==> src/rtl/ibex_trace_ctrl.sv <==
// ----------------------------------------------------------------------------
// ibex_trace_ctrl
//
// Captures retired-instruction records (RVFI) into a small first-word-fall-
// through FIFO and streams them out over a valid/ready interface.
//
// A capture session:
//   * A 0->1 edge on cfg_en_i arms the block (IDLE -> ARMED). The trigger and
//     stop configuration are latched at that moment.
//   * The first retirement that matches the trigger starts capture and is
//     itself captured (ARMED -> CAPTURE).
//   * Capture ends when the stop count is reached (nonzero stop count) or
//     when cfg_en_i drops. The FIFO then drains, and done_o pulses for the
//     single cycle in which the block returns to IDLE.
//   * Pushes into a full FIFO are dropped and counted. The next entry that
//     is accepted carries out_lost_o=1.
//
// Optional feature: define IBEX_TRACE_CTRL_TSTAMP_EN to add tstamp_i /
// out_tstamp_o. Each entry then also stores tstamp_i as sampled alongside
// rvfi_valid_i.
//
// Ports:
//   clk_i, rst_ni            clock, asynchronous active-low reset
//   cfg_en_i                 capture enable (rising edge arms, low stops)
//   cfg_trig_any_i           1: trigger on any retirement, 0: on PC match
//   cfg_trig_pc_i            trigger PC
//   cfg_stop_cnt_i           retirements to capture, 0 = unlimited
//   rvfi_valid_i/trap_i      retirement strobe and trap flag
//   rvfi_pc_rdata_i/insn_i   retired PC and instruction
//   out_valid_o/out_ready_i  trace stream handshake
//   out_pc_o/insn_o/trap_o   head entry of the FIFO
//   out_lost_o               entry follows one or more dropped retirements
//   state_o                  FSM state (IDLE=0, ARMED=1, CAPTURE=2, DRAIN=3)
//   overflow_cnt_o           dropped retirements (saturating)
//   done_o                   one-cycle end-of-session pulse
//
// Handshake: an entry transfers on every rising clk_i edge where
// out_valid_o && out_ready_i. While out_valid_o=1 and out_ready_i=0 the
// out_* data outputs hold their value. out_valid_o never depends on
// out_ready_i.
// ----------------------------------------------------------------------------
module ibex_trace_ctrl #(
    parameter int unsigned Depth = 8,
    parameter int unsigned CntW  = 16
) (
    input  logic            clk_i,
    input  logic            rst_ni,
    input  logic            cfg_en_i,
    input  logic            cfg_trig_any_i,
    input  logic [31:0]     cfg_trig_pc_i,
    input  logic [CntW-1:0] cfg_stop_cnt_i,
    input  logic            rvfi_valid_i,
    input  logic            rvfi_trap_i,
    input  logic [31:0]     rvfi_pc_rdata_i,
    input  logic [31:0]     rvfi_insn_i,
`ifdef IBEX_TRACE_CTRL_TSTAMP_EN
    input  logic [15:0]     tstamp_i,
    output logic [15:0]     out_tstamp_o,
`endif
    output logic            out_valid_o,
    input  logic            out_ready_i,
    output logic [31:0]     out_pc_o,
    output logic [31:0]     out_insn_o,
    output logic            out_trap_o,
    output logic            out_lost_o,
    output logic [1:0]      state_o,
    output logic [CntW-1:0] overflow_cnt_o,
    output logic            done_o
);

    localparam int unsigned AW = $clog2(Depth);

    typedef enum logic [1:0] {
        ST_IDLE    = 2'd0,
        ST_ARMED   = 2'd1,
        ST_CAPTURE = 2'd2,
        ST_DRAIN   = 2'd3
    } state_e;

    state_e          r_state;
    state_e          w_state_nxt;
    logic            r_en_q;
    logic            r_trig_any;
    logic [31:0]     r_trig_pc;
    logic [CntW-1:0] r_stop_cnt;
    logic [CntW-1:0] r_cap_cnt;
    logic [CntW-1:0] w_cap_cnt_nxt;
    logic [CntW-1:0] w_cap_inc;
    logic [CntW-1:0] r_ovf_cnt;
    logic            r_lost_pend;

    // Pointers carry one extra wrap bit to tell full from empty.
    logic [AW:0]     r_wptr;
    logic [AW:0]     r_rptr;
    logic [31:0]     r_mem_pc   [Depth];
    logic [31:0]     r_mem_insn [Depth];
    logic            r_mem_trap [Depth];
    logic            r_mem_lost [Depth];
`ifdef IBEX_TRACE_CTRL_TSTAMP_EN
    logic [15:0]     r_mem_ts   [Depth];
`endif

    logic w_arm;
    logic w_push_req;
    logic w_push;
    logic w_drop;
    logic w_pop;
    logic w_empty;
    logic w_full;
    logic w_done;
    logic w_trig_hit;

    assign w_empty    = (r_wptr == r_rptr);
    assign w_full     = (r_wptr[AW] != r_rptr[AW]) &&
                        (r_wptr[AW-1:0] == r_rptr[AW-1:0]);
    assign w_cap_inc  = (r_cap_cnt == {CntW{1'b1}}) ? r_cap_cnt
                                                    : r_cap_cnt + CntW'(1);
    assign w_trig_hit = r_trig_any || (rvfi_pc_rdata_i == r_trig_pc);

    // A full FIFO drops the push even if a pop happens in the same cycle.
    assign w_push = w_push_req && !w_full;
    assign w_drop = w_push_req &&  w_full;
    assign w_pop  = out_valid_o && out_ready_i;

    always_comb begin
        w_state_nxt   = r_state;
        w_cap_cnt_nxt = r_cap_cnt;
        w_arm         = 1'b0;
        w_push_req    = 1'b0;
        w_done        = 1'b0;
        case (r_state)
            ST_IDLE: begin
                if (cfg_en_i && !r_en_q) begin
                    w_state_nxt   = ST_ARMED;
                    w_arm         = 1'b1;
                    w_cap_cnt_nxt = '0;
                end
            end
            ST_ARMED: begin
                if (!cfg_en_i) begin
                    w_state_nxt = ST_IDLE;
                end else if (rvfi_valid_i && w_trig_hit) begin
                    // The trigger retirement is the first captured one.
                    w_push_req    = 1'b1;
                    w_cap_cnt_nxt = CntW'(1);
                    if (r_stop_cnt == CntW'(1)) begin
                        w_state_nxt = ST_DRAIN;
                    end else begin
                        w_state_nxt = ST_CAPTURE;
                    end
                end
            end
            ST_CAPTURE: begin
                if (rvfi_valid_i) begin
                    w_push_req    = 1'b1;
                    w_cap_cnt_nxt = w_cap_inc;
                end
                if (!cfg_en_i ||
                    (rvfi_valid_i && (r_stop_cnt != '0) && (w_cap_inc == r_stop_cnt))) begin
                    w_state_nxt = ST_DRAIN;
                end
            end
            ST_DRAIN: begin
                if (w_empty) begin
                    w_state_nxt = ST_IDLE;
                    w_done      = 1'b1;
                end
            end
            default: w_state_nxt = ST_IDLE;
        endcase
    end

    always_ff @(posedge clk_i or negedge rst_ni) begin
        if (!rst_ni) begin
            r_state     <= ST_IDLE;
            r_en_q      <= 1'b0;
            r_trig_any  <= 1'b0;
            r_trig_pc   <= '0;
            r_stop_cnt  <= '0;
            r_cap_cnt   <= '0;
            r_ovf_cnt   <= '0;
            r_lost_pend <= 1'b0;
            r_wptr      <= '0;
            r_rptr      <= '0;
        end else begin
            r_state   <= w_state_nxt;
            r_en_q    <= cfg_en_i;
            r_cap_cnt <= w_cap_cnt_nxt;
            if (w_arm) begin
                r_trig_any <= cfg_trig_any_i;
                r_trig_pc  <= cfg_trig_pc_i;
                r_stop_cnt <= cfg_stop_cnt_i;
                r_ovf_cnt  <= '0;
            end else if (w_drop && (r_ovf_cnt != {CntW{1'b1}})) begin
                r_ovf_cnt <= r_ovf_cnt + CntW'(1);
            end
            if (w_drop) begin
                r_lost_pend <= 1'b1;
            end else if (w_push) begin
                r_lost_pend <= 1'b0;
            end
            if (w_push) begin
                r_wptr <= r_wptr + {{AW{1'b0}}, 1'b1};
            end
            if (w_pop) begin
                r_rptr <= r_rptr + {{AW{1'b0}}, 1'b1};
            end
        end
    end

    // Storage needs no reset: entries are only visible when out_valid_o=1.
    always_ff @(posedge clk_i) begin
        if (w_push) begin
            r_mem_pc[r_wptr[AW-1:0]]   <= rvfi_pc_rdata_i;
            r_mem_insn[r_wptr[AW-1:0]] <= rvfi_insn_i;
            r_mem_trap[r_wptr[AW-1:0]] <= rvfi_trap_i;
            r_mem_lost[r_wptr[AW-1:0]] <= r_lost_pend;
`ifdef IBEX_TRACE_CTRL_TSTAMP_EN
            r_mem_ts[r_wptr[AW-1:0]]   <= tstamp_i;
`endif
        end
    end

    assign out_valid_o    = !w_empty;
    assign out_pc_o       = out_valid_o ? r_mem_pc[r_rptr[AW-1:0]]   : '0;
    assign out_insn_o     = out_valid_o ? r_mem_insn[r_rptr[AW-1:0]] : '0;
    assign out_trap_o     = out_valid_o && r_mem_trap[r_rptr[AW-1:0]];
    assign out_lost_o     = out_valid_o && r_mem_lost[r_rptr[AW-1:0]];
`ifdef IBEX_TRACE_CTRL_TSTAMP_EN
    assign out_tstamp_o   = out_valid_o ? r_mem_ts[r_rptr[AW-1:0]] : '0;
`endif
    assign state_o        = r_state;
    assign overflow_cnt_o = r_ovf_cnt;
    assign done_o         = w_done;

endmodule

==> config.mk <==
export PLATFORM = sky130hd
export DESIGN_NAME = ibex_trace_ctrl
export DESIGN_NICKNAME = d
export VERILOG_FILES = /design/src/rtl/ibex_trace_ctrl.sv
export SDC_FILE = /design/constraint.sdc
export NUM_CORES = 1
export LEC_CHECK = 0
export ABC_AREA = 1
export ABC_CLOCK_PERIOD_IN_PS = 5900
export BUFFER_PORTS_ARGS = -buffer_cell sky130_fd_sc_hd__buf_2
export CAP_MARGIN = 10
export CORE_ASPECT_RATIO = 0.8
export CORE_MARGIN = 2
export CORE_UTILIZATION = 40
export CTS_CLUSTER_DIAMETER = 80
export DETAILED_ROUTE_END_ITERATION = 7
export GPL_TIMING_DRIVEN = 0
export SLEW_MARGIN = 20
export SYNTH_ARGS = -nofsm -noshare
export SYNTH_HDL_FRONTEND = slang
export SYNTH_SLANG_ARGS = --single-unit
==> constraint.sdc <==
create_clock -name clk_i -period 5.9 [get_ports clk_i]
set_input_delay 0.885 -clock clk_i [delete_from_list [all_inputs] [get_ports clk_i]]
set_output_delay 0.885 -clock clk_i [all_outputs]
set_load 0.02 [all_outputs]
==> impl_metrics.env <==
export IMPL_ys_seq_area_share_pct=70.60
export IMPL_tightest_slew_ns=1.033
export IMPL_crit_type="flop to primary output"
export IMPL_critPathArrivalTime_ns=3.98
export IMPL_seqCellArea_sq_mm=0.01818
export IMPL_reg2reg_from="r_trig_pc[29]"
export IMPL_synth_adder_area_share_pct=0.3887
export IMPL_post_route_drc_count=0
export IMPL_ctsHoldBuffers=0
export IMPL_die_x_um=287.7
export IMPL_synth_edf_count=528
export IMPL_final_cells=3453
export IMPL_core_sq_mm=0.06397
export IMPL_syn_to_final_growth_pct=18.50
export IMPL_ys_flop_type="edfxtp_1"
export IMPL_dp_slack_ns=0.8741
export IMPL_grt_use_total_pct=21.54
export IMPL_synth_top_family_by_area="simple AND/OR/NAND/NOR gates"
export IMPL_drtAntennaViolNets=0
export IMPL_initial_core_util_pct=40.26
export IMPL_multi_input_comb_area_sq_mm=0.006858
export IMPL_intPower_mw=8.983
export IMPL_fin_util_pct=47.71
export IMPL_ios=205
export IMPL_grt_first_pass_wirelength_mm=108.2
export IMPL_required_ns=5.02
export IMPL_whs_ns=0.1232
export IMPL_synthSimpleGateAreaFrac_pct=13.32
export IMPL_synth_fp_nets=2385
export IMPL_syn_area_per_cell_sq_um=11.41
export IMPL_skew_ns=0.02506
export IMPL_drv_cap=0
export IMPL_ys_ff_latch=621
export IMPL_start_kind="flop"
export IMPL_ys_async_sr_fraction_pct=14.98
export IMPL_postLayoutSetupSlackWorst_ns=1.038
export IMPL_via_per_inst=5.289
export IMPL_finalCritPeriodShare_pct=82.40
export IMPL_period_needed_ns=4.862
export IMPL_num_rows=83
export IMPL_finalHoldViolCount=0
export IMPL_p_comb_share_pct=39.1
export IMPL_cts_clk_slew_worst_paths_ns=0.06
export IMPL_status="finished clean"
export IMPL_die_area_sq_mm=0.06644
export IMPL_grt_pass1_vias=17680
export IMPL_power_density_mw_per_mm2=494.9
export IMPL_first_iter_violations=1862
export IMPL_numCtsBuffers=61
export IMPL_drt_pass1_iterations=5
export IMPL_seqPwrFrac_pct=35.7
export IMPL_yosys_area_share_xor_xnor_pct=1.968
export IMPL_cp_endpoint="out_insn_o[31]"
export IMPL_root_buffer="clkbuf_16"
export IMPL_synth_cell_type_count=33
export IMPL_syn_cell_area_sq_mm=0.02575
export IMPL_synth_top_area_share_pct=61.56
export IMPL_worst_setup_path_end_kind="primary output"
export IMPL_die_h_um=231.0
export IMPL_cp_startpoint="r_rptr[0]"
export IMPL_finalNetCount=2679
export IMPL_antenna_found_initial=4
export IMPL_rsz0062_at_grt="false"
export IMPL_holdCritPathClass="primary input to async pin"
export IMPL_port_buffers=204
export IMPL_cts_tree="built"
export IMPL_p_leak_nw=10.95
export IMPL_synth_area_leaders="edfxtp_1 62%, dfrtp_1 9.0%, o21ai_0 7.1%, nor2_1 6.6%, nand2_1 4.3%"
export IMPL_swShare_pct=40.52
export IMPL_cts_resized=0
export IMPL_switchingPower_mw=6.120
export IMPL_muxShareOfSynthArea_pct=0
export IMPL_dpl_cell_area_sq_mm=0.02857
export IMPL_drive_above_1_share_pct=14.31
export IMPL_reg2regPathDepth=14
export IMPL_globalplace_congestion=0.8854
export IMPL_fill_cells=5808
export IMPL_dp_hpwl_mm=48.97
export IMPL_r2r_end="r_mem_insn[6][13]"
export IMPL_cts_sinks=621
export IMPL_netlist_instances=2258
export IMPL_wl_per_cell_um=20.98
export IMPL_wl_mm=72.46
export IMPL_rrSetupSlack_ns=1.55
export IMPL_most_common_layout_cells="528 x edfxtp_1, 447 x nor2_1, 367 x o21ai_0, 296 x nand2_1, 232 x buf_2"
export IMPL_dp_cells=3339
export IMPL_htreeDepth=2
export IMPL_synth_top_area_cell="edfxtp_1"
export IMPL_layout_commonest_cell="edfxtp_1"
export IMPL_setup_viol=0
export IMPL_clkLatencyLatePin_ns=0.63
export IMPL_dr_total_vias=18260
export IMPL_overflow=0
export IMPL_max_vdd_ir_drop_mv=0.2702
export IMPL_p_total_mw=15.10
export IMPL_clk_path_buf_depth=3
export IMPL_slew_headroom_pct=31.13
export IMPL_yosysWarnings=0
export IMPL_synth_compound_area_share_pct=10.70
export IMPL_drv_slew=0
export IMPL_final_area_sq_mm=0.03052
export IMPL_grt_max_degree=67
export IMPL_cp_max_fo=10
export IMPL_post_cts_buffers=0
export IMPL_clkPwrFrac_pct=25.2
export IMPL_timing_fmax_mhz=205.7
export IMPL_setup_tns_ns=0
==> critical path, stage by stage, from the launching register on <==
cell	delay [ns]
dfrtp_1	0.36
clkbuf_1	0.33
buf_2	0.36
clkbuf_1	0.74
buf_2	0.43
nor2_1	0.08
nor2_1	0.08
o21ai_0	0.09
a31oi_1	0.58
buf_2	0.29
==> cells by family (layout without fill, tap and decap cells) <==
family          after synthesis  in the layout
simple gates                861            861
flops                       621            621
compound gates              515            515
buf+inv                     196            538
xor+xnor                     57             57
fa+ha+maj                     8              8
other cells                   0              3
==> sequential cells by signal (all words and copies together) (netlist names), named ones only <==
name	flops
overflow_cnt_o	16
r_cap_cnt	16
r_en_q	1
r_lost_pend	1
r_mem_insn	256
r_mem_lost	8
r_mem_pc	256
r_mem_trap	8
r_rptr	4
r_stop_cnt	16
r_trig_any	1
r_trig_pc	32
r_wptr	4
state_o	1
==> power by group through the flow <==
| stage | registers, mW | logic [mW] | clock network (mW) |
|---|---|---|---|
| after global placement | 5.48 | 5.77 | 0 |
| after CTS | 5.39 | 5.92 | 3.87 |
| after detailed placement | 5.48 | 5.89 | 0 |
| after floorplan | 5.47 | 3.52 | 0 |
| final | 5.39 | 5.91 | 3.80 |
| after global routing | 5.43 | 6.49 | 4.03 |
==> cell type report <==
type / instances / area share [%]
timing repair buffer: 231 / 5.531
clock buffer: 85 / 5.563
multi-input combinational: 1441 / 22.47
sequential: 621 / 59.58
tap: 850 / 3.485
clock inverter: 26 / 0.7953
inverter: 65 / 0.7994
buffer: 131 / 1.755
antenna: 3 / 0.02460
==> synth_stat cells, types with 2 or more instances <==
master    instances
nand3_1          60
buf_1             8
nor2_1          455
nand2_1         296
dfrtp_1          93
a31oi_1          68
inv_1            62
o21ai_0         367
nor3_1           13
o21ai_1           9
buf_2            29
xnor2_1          28
nand2_2           4
clkbuf_1         93
o22ai_1          66
nand4_1          19
edfxtp_1        528
a21oi_1           2
inv_2             3
ha_1              8
xor2_1           28
nor2_2            6
nor4_1            3
==> layer usage <==
layer / vias up / part of all wire, % / track usage [%] / wire length, um
met5: - / 0 / 0 / 0
met4: 0 / 2.4 / 6.525 / 1771
met3: 100 / 8.2 / 3.706 / 5909
met2: 718 / 44 / 32.41 / 31940
met1: 8854 / 45 / 31.90 / 32840
li1: 8590 / - / - / -
==> how the worst min path moves through the flow <==
stage,from,to,slack (ns)
global route,rst_ni,r_stop_cnt[4],0.13
detailed placement,r_trig_pc[6],r_trig_pc[6],0.48
finish,rst_ni,r_stop_cnt[4],0.12
CTS,rst_ni,r_stop_cnt[4],0.10
floorplan,r_trig_pc[0],r_trig_pc[0],0.46
global placement,r_trig_pc[13],r_trig_pc[13],0.47
No activity file was read; power rests on OpenSTA's default activity.
